--- config.mk ---
export PLATFORM = sky130hd
export DESIGN_NAME = note_player
export DESIGN_NICKNAME = d
export VERILOG_FILES = /design/src/rtl/note_player.sv
export SDC_FILE = /design/constraint.sdc
export NUM_CORES = 1
export LEC_CHECK = 0
export CORE_MARGIN = 5
export CORE_UTILIZATION = 49
export DETAILED_ROUTE_END_ITERATION = 10
export PLACE_DENSITY = 0.78
export SLEW_MARGIN = 15
export SYNTH_ARGS = -nofsm -noshare
export SYNTH_HDL_FRONTEND = slang
export SYNTH_SLANG_ARGS = --single-unit
--- constraint.sdc ---
create_clock -name clk -period 2.15 [get_ports clk]
set_input_delay 0.43 -clock clk [delete_from_list [all_inputs] [get_ports clk]]
set_output_delay 0.43 -clock clk [all_outputs]
set_load 0.1 [all_outputs]
--- src/rtl/note_player.sv ---
// Note sequencer for the harmonics engine: accepts note requests, converts the
// note code to a phase step, and holds engine controls steady for the note plus a muted release gap.
module note_player #(
    parameter int unsigned RELEASE_CYCLES = 4
) (
    input  logic        clk,
    input  logic        reset,
    input  logic        play,
    input  logic        beat,
    input  logic        stop,
    input  logic        note_valid,
    input  logic [5:0]  note,
    input  logic [5:0]  duration,
    input  logic [1:0]  note_instrument,
    output logic        note_ready,
    output logic        note_finished,
    output logic        busy,
    output logic        h_play_enable,
    output logic [19:0] h_step_size,
    output logic [1:0]  h_instrument,
    output logic        h_note_done
);

    typedef enum logic [1:0] {IDLE, PLAY, RELEASE} state_t;

    localparam logic [7:0] REL_LAST = 8'(RELEASE_CYCLES - 1);

    state_t      state, state_next;
    logic [5:0]  beat_cnt, beat_cnt_next, beat_inc;
    logic [7:0]  rel_cnt, rel_cnt_next;
    logic [5:0]  dur_q, dur_next;
    logic        rest_q, rest_next;
    logic [19:0] step_next;
    logic [1:0]  inst_next;
    logic        finish_next;
    logic        accept;

    // Octave 5 (C6 up) uses the BASE table unshifted; each lower octave halves it.
    function automatic logic [19:0] note_step(input logic [5:0] n);
        logic [5:0]  k;
        logic [2:0]  octave;
        logic [3:0]  semitone;
        logic [19:0] base;
        k        = n - 6'd1;
        octave   = 3'(k / 6'd12);
        semitone = 4'(k % 6'd12);
        case (semitone)
            4'd0:    base = 20'd22861;
            4'd1:    base = 20'd24220;
            4'd2:    base = 20'd25661;
            4'd3:    base = 20'd27187;
            4'd4:    base = 20'd28803;
            4'd5:    base = 20'd30516;
            4'd6:    base = 20'd32331;
            4'd7:    base = 20'd34253;
            4'd8:    base = 20'd36290;
            4'd9:    base = 20'd38448;
            4'd10:   base = 20'd40734;
            default: base = 20'd43155;
        endcase
        if (n == 6'd0) return '0;
        return base >> (3'd5 - octave);
    endfunction

    assign note_ready = (state == IDLE) && play;
    assign accept     = note_valid && note_ready;
    assign beat_inc   = beat_cnt + 6'd1;

    always_comb begin
        state_next    = state;
        beat_cnt_next = beat_cnt;
        rel_cnt_next  = rel_cnt;
        dur_next      = dur_q;
        rest_next     = rest_q;
        step_next     = h_step_size;
        inst_next     = h_instrument;
        finish_next   = 1'b0;
        case (state)
            IDLE: begin
                if (accept) begin
                    dur_next      = (duration == 6'd0) ? 6'd1 : duration;
                    rest_next     = (note == 6'd0);
                    step_next     = note_step(note);
                    inst_next     = note_instrument;
                    beat_cnt_next = '0;
                    state_next    = PLAY;
                end
            end
            PLAY: begin
                if (stop) begin
                    state_next   = RELEASE;
                    rel_cnt_next = '0;
                end else if (beat && play) begin
                    beat_cnt_next = beat_inc;
                    if (beat_inc == dur_q) begin
                        state_next   = RELEASE;
                        rel_cnt_next = '0;
                    end
                end
            end
            RELEASE: begin
                if (rel_cnt == REL_LAST) begin
                    state_next  = IDLE;
                    finish_next = 1'b1;
                end else begin
                    rel_cnt_next = rel_cnt + 8'd1;
                end
            end
            default: state_next = IDLE;
        endcase
    end

    // NOTE: engine controls are registered from the next-state values, so they
    // switch on the same edge as the state and never glitch mid-note.
    always_ff @(posedge clk or posedge reset) begin
        if (reset) begin
            state         <= IDLE;
            beat_cnt      <= '0;
            rel_cnt       <= '0;
            dur_q         <= 6'd1;
            rest_q        <= 1'b0;
            busy          <= 1'b0;
            note_finished <= 1'b0;
            h_play_enable <= 1'b0;
            h_note_done   <= 1'b1;
            h_step_size   <= '0;
            h_instrument  <= '0;
        end else begin
            state         <= state_next;
            beat_cnt      <= beat_cnt_next;
            rel_cnt       <= rel_cnt_next;
            dur_q         <= dur_next;
            rest_q        <= rest_next;
            busy          <= (state_next != IDLE);
            note_finished <= finish_next;
            h_play_enable <= (state_next != IDLE) && play;
            h_note_done   <= !((state_next == PLAY) && !rest_next);
            h_step_size   <= (state_next == IDLE) ? '0 : step_next;
            h_instrument  <= inst_next;
        end
    end

endmodule

==> flow_summary.rst, run 1 <==
.. list-table::
   :header-rows: 1

   * - Metric
     - Value
   * - Kind of critical path
     - input pin to register
   * - Yosys Warn Count
     - 0
   * - Slowest library cell on the worst path
     - sky130_fd_sc_hd__or3_4
   * - Critical path peak fanout
     - 6
   * - Pre-CTS setup slack
     - -1.29 ns
   * - Count of pins on the block boundary
     - 47
   * - Max frequency
     - 380 MHz
   * - Clock skew after layout
     - 0.00727 ns
   * - Largest family of logic cells by synthesized area
     - compound AO/OA/AOI/OAI gates
   * - Distinct cells, synth
     - 93
   * - Number of non-filler instances in the completed layout
     - 846
   * - Area of the core
     - 9060 um^2
   * - Maximum cell stage delay along the critical path
     - 0.41 ns
   * - Setup repair after global routing missed its margin
     - true
   * - Required time of the critical path
     - 2.37 ns
   * - DP HPWL
     - 11500 um
   * - Maximum level of the CTS H-tree
     - 2
   * - Global-route usage over all layers
     - 29.1%
   * - Synthesized area per cell
     - 8.40 um^2
   * - Cell count after placement
     - 801
   * - Starting DRC count in detailed routing
     - 677
   * - CTS clk-pin slew, worst paths
     - 0.09 ns
   * - Antenna violations before repair
     - 0
   * - Final count of negative-setup-slack endpoints
     - 15
   * - Cell leakage power
     - 3.19 nW
   * - Class of the tightest hold or removal check
     - input pin to asynchronous set/reset pin
   * - Number of fillers in the final layout
     - 548
   * - CTS Root Cell
     - sky130_fd_sc_hd__clkbuf_8
   * - Horiz. Die Dim
     - 106 um
   * - Initial standard-cell utilization of the core
     - 49.5%
   * - Count of buffers inserted at the top-level ports
     - 42
   * - Number of flops mapped to enable cells by yosys
     - 0
   * - Pin count of the biggest net entering global routing
     - 46
   * - TritonCTS clock tree
     - built
   * - Drt wl/cell
     - 21.5 um
   * - Synth Area in Simple Gates
     - 21.6%
   * - Count of vias placed by the detailed router
     - 5606
   * - Final setup margin
     - -0.483 ns
   * - Post-synthesis adder-cell area fraction
     - 2.51%
   * - Clock buffer count from CTS
     - 5
   * - Pins over their slew limit
     - 0
   * - Cell Rows
     - 35
   * - List of cells traversed by the critical path
     - buf_12 -> clkinv_8 -> ha_4 -> buf_6 -> or3b_4 -> o32ai_2 -> a311oi_2 -> a22o_4 -> buf_6 -> or3_4 -> o2111ai_2 -> nand3_1 -> o211ai_1
   * - Power density over cell area
     - 728 nW/um^2
   * - Layout overhead on the synthesized area
     - 59.0%
   * - PnR Total Power
     - 0.00520 W
   * - Height of the chip
     - 106 um
   * - Synth area leader
     - sky130_fd_sc_hd__dfrtp_1
   * - Share of cells above drive strength 1
     - 49.4%
   * - Most frequent standard cell in the layout excluding fill and tap cells
     - sky130_fd_sc_hd__buf_4
   * - Combined area of all synthesized cells
     - 4490 um^2
   * - Crit path DAT
     - 2.85 ns
   * - Outcome
     - complete, but fails checks
   * - Part of the cycle the worst path needs
     - 122%
   * - Synthesized instance count
     - 534
   * - Number of nets in the layout
     - 763
   * - Violations in the final reports
     - negative setup slack
   * - Sort of element at the end of the critical path
     - register
   * - CP startpoint kind
     - input pin
   * - Synthesis-stage register bit count
     - 45
   * - Leading cell types in the layout, fill and taps excluded
     - 181 x sky130_fd_sc_hd__buf_4, 43 x sky130_fd_sc_hd__nand2_1, 42 x sky130_fd_sc_hd__dfrtp_1
   * - # DRC
     - 0
   * - Wire length of the first global-routing pass
     - 26500 um
   * - Antenna diode count
     - 0
   * - Final wirelength
     - 18200 um
   * - Post-layout min period
     - 2.63 ns
   * - Final weighted congestion in routability-driven placement
     - 0.960
   * - Part of the Yosys area used for sequential elements
     - 25.1%
   * - Leading cell types by total area after synthesis
     - sky130_fd_sc_hd__dfrtp_1 24%, sky130_fd_sc_hd__nand2_1 3.9%, sky130_fd_sc_hd__a21oi_1 3.8%, sky130_fd_sc_hd__buf_6 3.8%, sky130_fd_sc_hd__nor2_1 3.8%
   * - Vias in the first global route
     - 5284
   * - Remaining global-route overflow
     - 0
   * - Via density per instance
     - 6.63
   * - XOR/XNOR share of the synthesized area
     - 4.96%
   * - Most used flip-flop cell after synthesis
     - sky130_fd_sc_hd__dfrtp_1
   * - Remaining antenna violation count
     - 0
   * - Compound-Gate Fraction of Synth Area
     - 32.6%
   * - Top cell by count, worst path
     - sky130_fd_sc_hd__buf_6
   * - Total Die Area
     - 11200 um^2
   * - Proportion of synthesized flip-flops having asynchronous set or reset
     - 100%
   * - Clock latency reported for the late side of the worst-skew pair
     - 0.30 ns
   * - Pre-antenna DRT Iters
     - 6
   * - Core occupancy in the finished layout
     - 78.7%
   * - Max rail drop VDD
     - 0.000650 V
   * - Clk sink count
     - 45
   * - Final Hold Fails
     - 0
   * - Max-cap check violation count
     - 0
   * - Number of buffers on the longest clock path
     - 2
   * - Top cell type's share of synthesized area
     - 24.0%
   * - Mux contribution to synthesized area
     - 4.93%
==> Yosys cell counts (4+ instances only) <==
cell type                   count
sky130_fd_sc_hd__a21oi_1       34
sky130_fd_sc_hd__buf_4         11
sky130_fd_sc_hd__xnor2_1        8
sky130_fd_sc_hd__a211oi_1       6
sky130_fd_sc_hd__o21ai_0       31
sky130_fd_sc_hd__a31oi_1        8
sky130_fd_sc_hd__nor3_1         7
sky130_fd_sc_hd__o21ai_1        8
sky130_fd_sc_hd__clkbuf_1       8
sky130_fd_sc_hd__o21bai_1       6
sky130_fd_sc_hd__xor2_1        13
sky130_fd_sc_hd__nand2_1       47
sky130_fd_sc_hd__and2_1         8
sky130_fd_sc_hd__inv_1          8
sky130_fd_sc_hd__o21a_1         4
sky130_fd_sc_hd__a221o_1        5
sky130_fd_sc_hd__and3_1         4
sky130_fd_sc_hd__ha_1           9
sky130_fd_sc_hd__nor2_1        45
sky130_fd_sc_hd__o2111ai_1      4
sky130_fd_sc_hd__mux2_2         9
sky130_fd_sc_hd__a2bb2oi_1      4
sky130_fd_sc_hd__buf_6         15
sky130_fd_sc_hd__mux2i_1        9
sky130_fd_sc_hd__a21o_1         4
sky130_fd_sc_hd__nand3_1       14
sky130_fd_sc_hd__o211a_1        6
sky130_fd_sc_hd__nand2b_1       8
sky130_fd_sc_hd__nor2b_1        7
sky130_fd_sc_hd__or3_1         11
sky130_fd_sc_hd__o31ai_1        5
sky130_fd_sc_hd__o211ai_1       7
sky130_fd_sc_hd__a22oi_1        9
sky130_fd_sc_hd__buf_2         11
sky130_fd_sc_hd__nand4_1        6
sky130_fd_sc_hd__dfrtp_1       43
==> sequential cells by signal, summed over array words and instances, names as in the netlist, 2 cells and up <==
| name | flops |
|---|---|
| rel_cnt | 8 |
| h_step_size | 16 |
| state | 2 |
| h_instrument | 2 |
| beat_cnt | 6 |
| dur_q | 6 |
==> worst max-delay path: cells and delay by family <==
| kind | cells | cell delay, ns |
|---|---|---|
| and+or+nand+nor | 3 | 0.95 |
| AOI/OAI and AO/OA | 5 | 0.87 |
| buffers and inverters | 4 | 0.40 |
| adders and majority gates | 1 | 0.19 |
==> layout make-up <==
class	instances	area, um^2	area share [%]
clock buffer	5	68.8	0.964
clock inverter	3	21.3	0.298
inverter	8	47.5	0.666
multi-input combinational	438	3650	51.2
sequential	45	1130	15.8
tap	111	139	1.95
timing repair buffer	236	2080	29.1
==> path summary, 6_finish.rpt <==
kind	from	depth (start not counted)	to	slack, ns
min reg2reg	h_step_size[15]$_DFFE_PP0P_	1	h_step_size[15]$_DFFE_PP0P_	0.50
min in group clk	h_step_size[15]$_DFFE_PP0P_	1	h_step_size[15]$_DFFE_PP0P_	0.50
max reg2reg	dur_q[2]$_DFFE_PP0P_	9	rel_cnt[6]$_DFFE_PP0P_	0.04
max	note[0]	13	h_step_size[10]$_DFFE_PP0P_	-0.48
max in group asynchronous	reset	3	h_note_done$_DFF_PP1_	1.40
min	reset	3	h_instrument[0]$_DFFE_PP0P_	0.48
==> metal layers <==
metal / track usage (%) / routed length [um] / part of all wire [%]
met3: 5.08 / 1610 / 8.8
met2: 49.3 / 8610 / 47
met1: 37.0 / 6900 / 38
met4: 10.9 / 1060 / 5.8
met5: 0 / 0 / 0
==> power breakdown <==
| group | leakage (nW) | internal, W | switching [W] |
|---|---|---|---|
| registers | 0.589 | 0.00109 | 0.000186 |
| clock network | 0.0445 | 0.000231 | 0.000304 |
| logic | 2.56 | 0.00131 | 0.00207 |
==> cell families (layout without fill, tap and decap cells) <==
family                     Yosys count  after routing
AOI/OAI and AO/OA                  196            196
other                                1              4
adders and majority gates            9              9
xor gates and xnor gates            23             23
and+or+nand+nor                    186            186
muxes                               20             20
DFF                                 45             45
buffers and inverters               54            252
==> through the flow <==
step | area [um^2] | hold slack (ns) | setup TNS [ns]
4_1_cts | 6810 | 0.475 | -3.19
3_3_place_gp | 6010 | 0.464 | -17.81
5_1_grt | 7140 | 0.495 | -6.30
2_1_floorplan | 4630 | 0.449 | -9.04
6_report | 7140 | 0.479 | -5.54
3_5_place_dp | 6010 | 0.475 | -18.35
==> repair_timing <==
| action | 4_1_cts | 5_1_grt |
|---|---|---|
| hold buffers | 0 | 0 |
| setup buffers | 29 | 8 |
| setup endpoints to repair | 17 | 20 |
| resized for setup | 126 | 63 |
| pin swaps | 46 | 33 |
| cloned | 3 | 0 |
(Power assumes the default switching activity.)
==> run 2: changes to the inputs <==
- RECOVER_POWER: not set -> 50
==> run 2 against run 1 <==
Compared with the run above: the flow still finishes with violations (negative setup slack); power shrank 0.34%; die area is the same; global-route usage is the same; non-clock buffer count is the same; clock power is essentially flat; critical path depth grew 2; critical endpoint is now h_step_size[11]$_DFFE_PP0P_; highest routed layer unchanged.
==> flow_summary.rst, run 2 (synthesis gave the netlist of run 1 again) <==
.. list-table::
   :header-rows: 1

   * - Metric
     - Value
   * - Number of nets in the layout
     - 763 (unchanged)
   * - Storage element area
     - 1130 um^2 (unchanged)
   * - Final count of negative-setup-slack endpoints
     - 15 (unchanged)
   * - Remaining antenna violation count
     - 0 (unchanged)
   * - Required time of the critical path
     - 2.33 ns (was 2.37 ns)
   * - Most frequent standard cell in the layout excluding fill and tap cells
     - sky130_fd_sc_hd__buf_4 (unchanged)
   * - Final wirelength
     - 18100 um (was 18200 um)
   * - Post-layout min period
     - 2.64 ns (was 2.63 ns)
   * - Drt wl/cell
     - 21.4 um (was 21.5 um)
   * - Number of buffers on the longest clock path
     - 2 (unchanged)
   * - Sort of element at the end of the critical path
     - register (unchanged)
   * - Number of fillers in the final layout
     - 552 (was 548)
   * - Wire length of the first global-routing pass
     - 26500 um (unchanged)
   * - End point of the critical path
     - h_step_size[11]$_DFFE_PP0P_ (was h_step_size[10]$_DFFE_PP0P_)
   * - Cell count after placement
     - 801 (unchanged)
   * - Outcome
     - complete, but fails checks (unchanged)
   * - Violations in the final reports
     - negative setup slack (unchanged)
   * - Pin count of the biggest net entering global routing
     - 46 (unchanged)
   * - Rel. slew slack
     - 26.0%
   * - Setup slack on the worst flop-to-flop path
     - -0.04 ns (was 0.04 ns)
   * - PnR Total Power
     - 0.00518 W (was 0.00520 W)
   * - CTS clk-pin slew, worst paths
     - 0.09 ns (about the same)
   * - Cell area after placement
     - 6010 um^2 (unchanged)
   * - Register with the most flip-flops
     - h_step_size (unchanged)
   * - Max rail drop VDD
     - 0.000588 V (was 0.000650 V)
   * - Pins over their slew limit
     - 0 (unchanged)
   * - Clock latency reported for the late side of the worst-skew pair
     - 0.30 ns (about the same)
   * - Total area of multi-input combinational cells
     - 3650 um^2 (about the same)
   * - Initial standard-cell utilization of the core
     - 49.5% (unchanged)
   * - Horiz. Die Dim
     - 106 um (unchanged)
   * - Final setup margin
     - -0.491 ns (was -0.483 ns)
   * - Depth of the most critical reg-to-reg path
     - 8 (was 9)
   * - Busiest grt layer
     - met2 (unchanged)
   * - Leading cell types in the layout, fill and taps excluded
     - 178 x sky130_fd_sc_hd__buf_4, 43 x sky130_fd_sc_hd__nand2_1, 42 x sky130_fd_sc_hd__dfrtp_1 (was 181 x sky130_fd_sc_hd__buf_4, 43 x sky130_fd_sc_hd__nand2_1, 42 x sky130_fd_sc_hd__dfrtp_1)
   * - Layout overhead on the synthesized area
     - 58.4% (was 59.0%)
   * - Cell Rows
     - 35 (unchanged)
   * - Class of the tightest hold or removal check
     - register to register (was input pin to asynchronous set/reset pin)
   * - Setup repair after global routing missed its margin
     - true (unchanged)
   * - CP startpoint kind
     - input pin (unchanged)
   * - Part of the cycle the worst path needs
     - 123% (was 122%)
   * - Power density over cell area
     - 729 nW/um^2 (was 728 nW/um^2)
   * - Via density per instance
     - 6.60 (was 6.63)
   * - Clock buffer count from CTS
     - 5 (unchanged)
   * - Critical path peak fanout
     - 6 (unchanged)
   * - DP HPWL
     - 11500 um (unchanged)
   * - Antenna violations before repair
     - 0 (unchanged)
   * - Count of pins on the block boundary
     - 47 (unchanged)
   * - Kind of critical path
     - input pin to register (unchanged)
   * - End of the worst register-to-register path
     - h_step_size[2]$_DFFE_PP0P_ (was rel_cnt[6]$_DFFE_PP0P_)
   * - # DRC
     - 0 (unchanged)
   * - Max-cap check violation count
     - 0 (unchanged)
   * - Remaining global-route overflow
     - 0 (unchanged)
   * - TritonCTS clock tree
     - built (unchanged)
   * - Beginning of the worst hold path
     - rest_q$_DFF_PP0_
   * - Cts hold-fix bufs
     - 0 (unchanged)
   * - Met3 Track Usage GR
     - 5.08% (unchanged)
   * - Area of the core
     - 9060 um^2 (unchanged)
   * - Max frequency
     - 379 MHz (was 380 MHz)
   * - Number of non-filler instances in the completed layout
     - 846 (unchanged)
   * - Height of the chip
     - 106 um (unchanged)
   * - Final Hold Fails
     - 0 (unchanged)
   * - Crit path DAT
     - 2.83 ns (was 2.85 ns)
   * - Startpoint of the worst register-to-register path
     - rel_cnt[1]$_DFFE_PP0P_ (was dur_q[2]$_DFFE_PP0P_)
   * - CTS Root Cell
     - sky130_fd_sc_hd__clkbuf_8 (unchanged)
   * - Final instance area
     - 7110 um^2 (was 7140 um^2)
   * - Starting DRC count in detailed routing
     - 605 (was 677)
   * - Count of buffers inserted at the top-level ports
     - 42 (unchanged)
   * - Global-route track usage on met1
     - 37.0% (unchanged)
   * - Vias in the first global route
     - 5284 (unchanged)
   * - Total Die Area
     - 11200 um^2 (unchanged)
   * - Clk sink count
     - 45 (unchanged)
   * - Count of vias placed by the detailed router
     - 5587 (was 5606)
   * - Actual transition at the worst max-transition pin
     - 1.11 ns
   * - Maximum level of the CTS H-tree
     - 2 (unchanged)
   * - Cell leakage power
     - 3.18 nW (was 3.19 nW)
   * - Global-route usage over all layers
     - 29.1% (unchanged)
   * - Clock skew after layout
     - 0.00700 ns (was 0.00727 ns)
   * - GRT met2 Usage
     - 49.3% (unchanged)
   * - Launching element of the worst setup path
     - note[0] (unchanged)
   * - Final weighted congestion in routability-driven placement
     - 0.960 (unchanged)
   * - Setup TNS Final
     - -5.61 ns (was -5.54 ns)
   * - Share of cells above drive strength 1
     - 49.3% (was 49.4%)
   * - Pre-antenna DRT Iters
     - 6 (unchanged)
   * - Largest registers
     - h_step_size: 16 flops, rel_cnt: 8 flops (unchanged)
   * - Antenna diode count
     - 0 (unchanged)
   * - Max FFs per register
     - 16 (unchanged)
## run 2: cell count changes in the layout (fill, tap and decap cells not counted), sizes merged
cell / previous run / this run
buf: 221 / 217
clkbuf: 5 / 9
clkdlybuf4s50: 13 / 12
dlygate4sd3: 0 / 1
## run 2: worst min-delay path by stage
stage / endpoint / depth (start not counted)
after CTS: h_instrument[0]$_DFFE_PP0P_ / 3
after global placement: rest_q$_DFF_PP0_ / 2
after detailed placement: h_step_size[15]$_DFFE_PP0P_ / 1
after global routing: rest_q$_DFF_PP0_ / 2
final: rest_q$_DFF_PP0_ / 2
after floorplan: rest_q$_DFF_PP0_ / 2
## run 2: where the power goes
part           switching, W  total [W]  internal [W]
combinational       0.00207    0.00337       0.00130
sequential         0.000185    0.00127       0.00109
clock              0.000305   0.000536      0.000231
## run 2: per-layer routing
layer | share of wire, % | up-vias
li1 | - | 2420
met3 | 8.7 | 117
met2 | 47 | 373
met4 | 6.0 | 0
met5 | 0 | -
met1 | 38 | 2677
## run 2: through the flow
step	setup slack (ns)	hold WS [ns]	util, %
after floorplan	-0.696	0.449	-
after global placement	-1.26	0.464	66.3
after detailed placement	-1.29	0.475	66.3
after CTS	-0.315	0.475	75.1
after global routing	-0.514	0.535	78.4
final	-0.491	0.499	78.4
## run 2: timing repair
item,CTS,global route
endpoints found under the setup margin,17,20
setup buffers,29,8
resized for setup,126,63
pin swaps,46,33
gates cloned,3,0
## run 2: critical path, stage by stage
cell and delay, ns:
sky130_fd_sc_hd__buf_12 0.09, sky130_fd_sc_hd__clkinv_8 0.04, sky130_fd_sc_hd__ha_4 0.19, sky130_fd_sc_hd__buf_6 0.15
sky130_fd_sc_hd__or3b_4 0.39, sky130_fd_sc_hd__o32ai_2 0.19, sky130_fd_sc_hd__a311oi_2 0.14, sky130_fd_sc_hd__a22oi_4 0.24
sky130_fd_sc_hd__buf_6 0.15, sky130_fd_sc_hd__buf_6 0.09, sky130_fd_sc_hd__o31ai_4 0.06, sky130_fd_sc_hd__buf_4 0.15
sky130_fd_sc_hd__a2bb2oi_4 0.14, sky130_fd_sc_hd__nand2_1 0.07, sky130_fd_sc_hd__a221o_1 0.29
## run 2: cell type report
cell class / count / area share (%)
multi-input cells: 438 / 51.3
inverters: 8 / 0.669
repair buffers: 236 / 28.9
clock inverters: 3 / 0.299
well taps: 111 / 1.95
flip-flops and latches: 45 / 15.9
clock buffers: 5 / 0.968
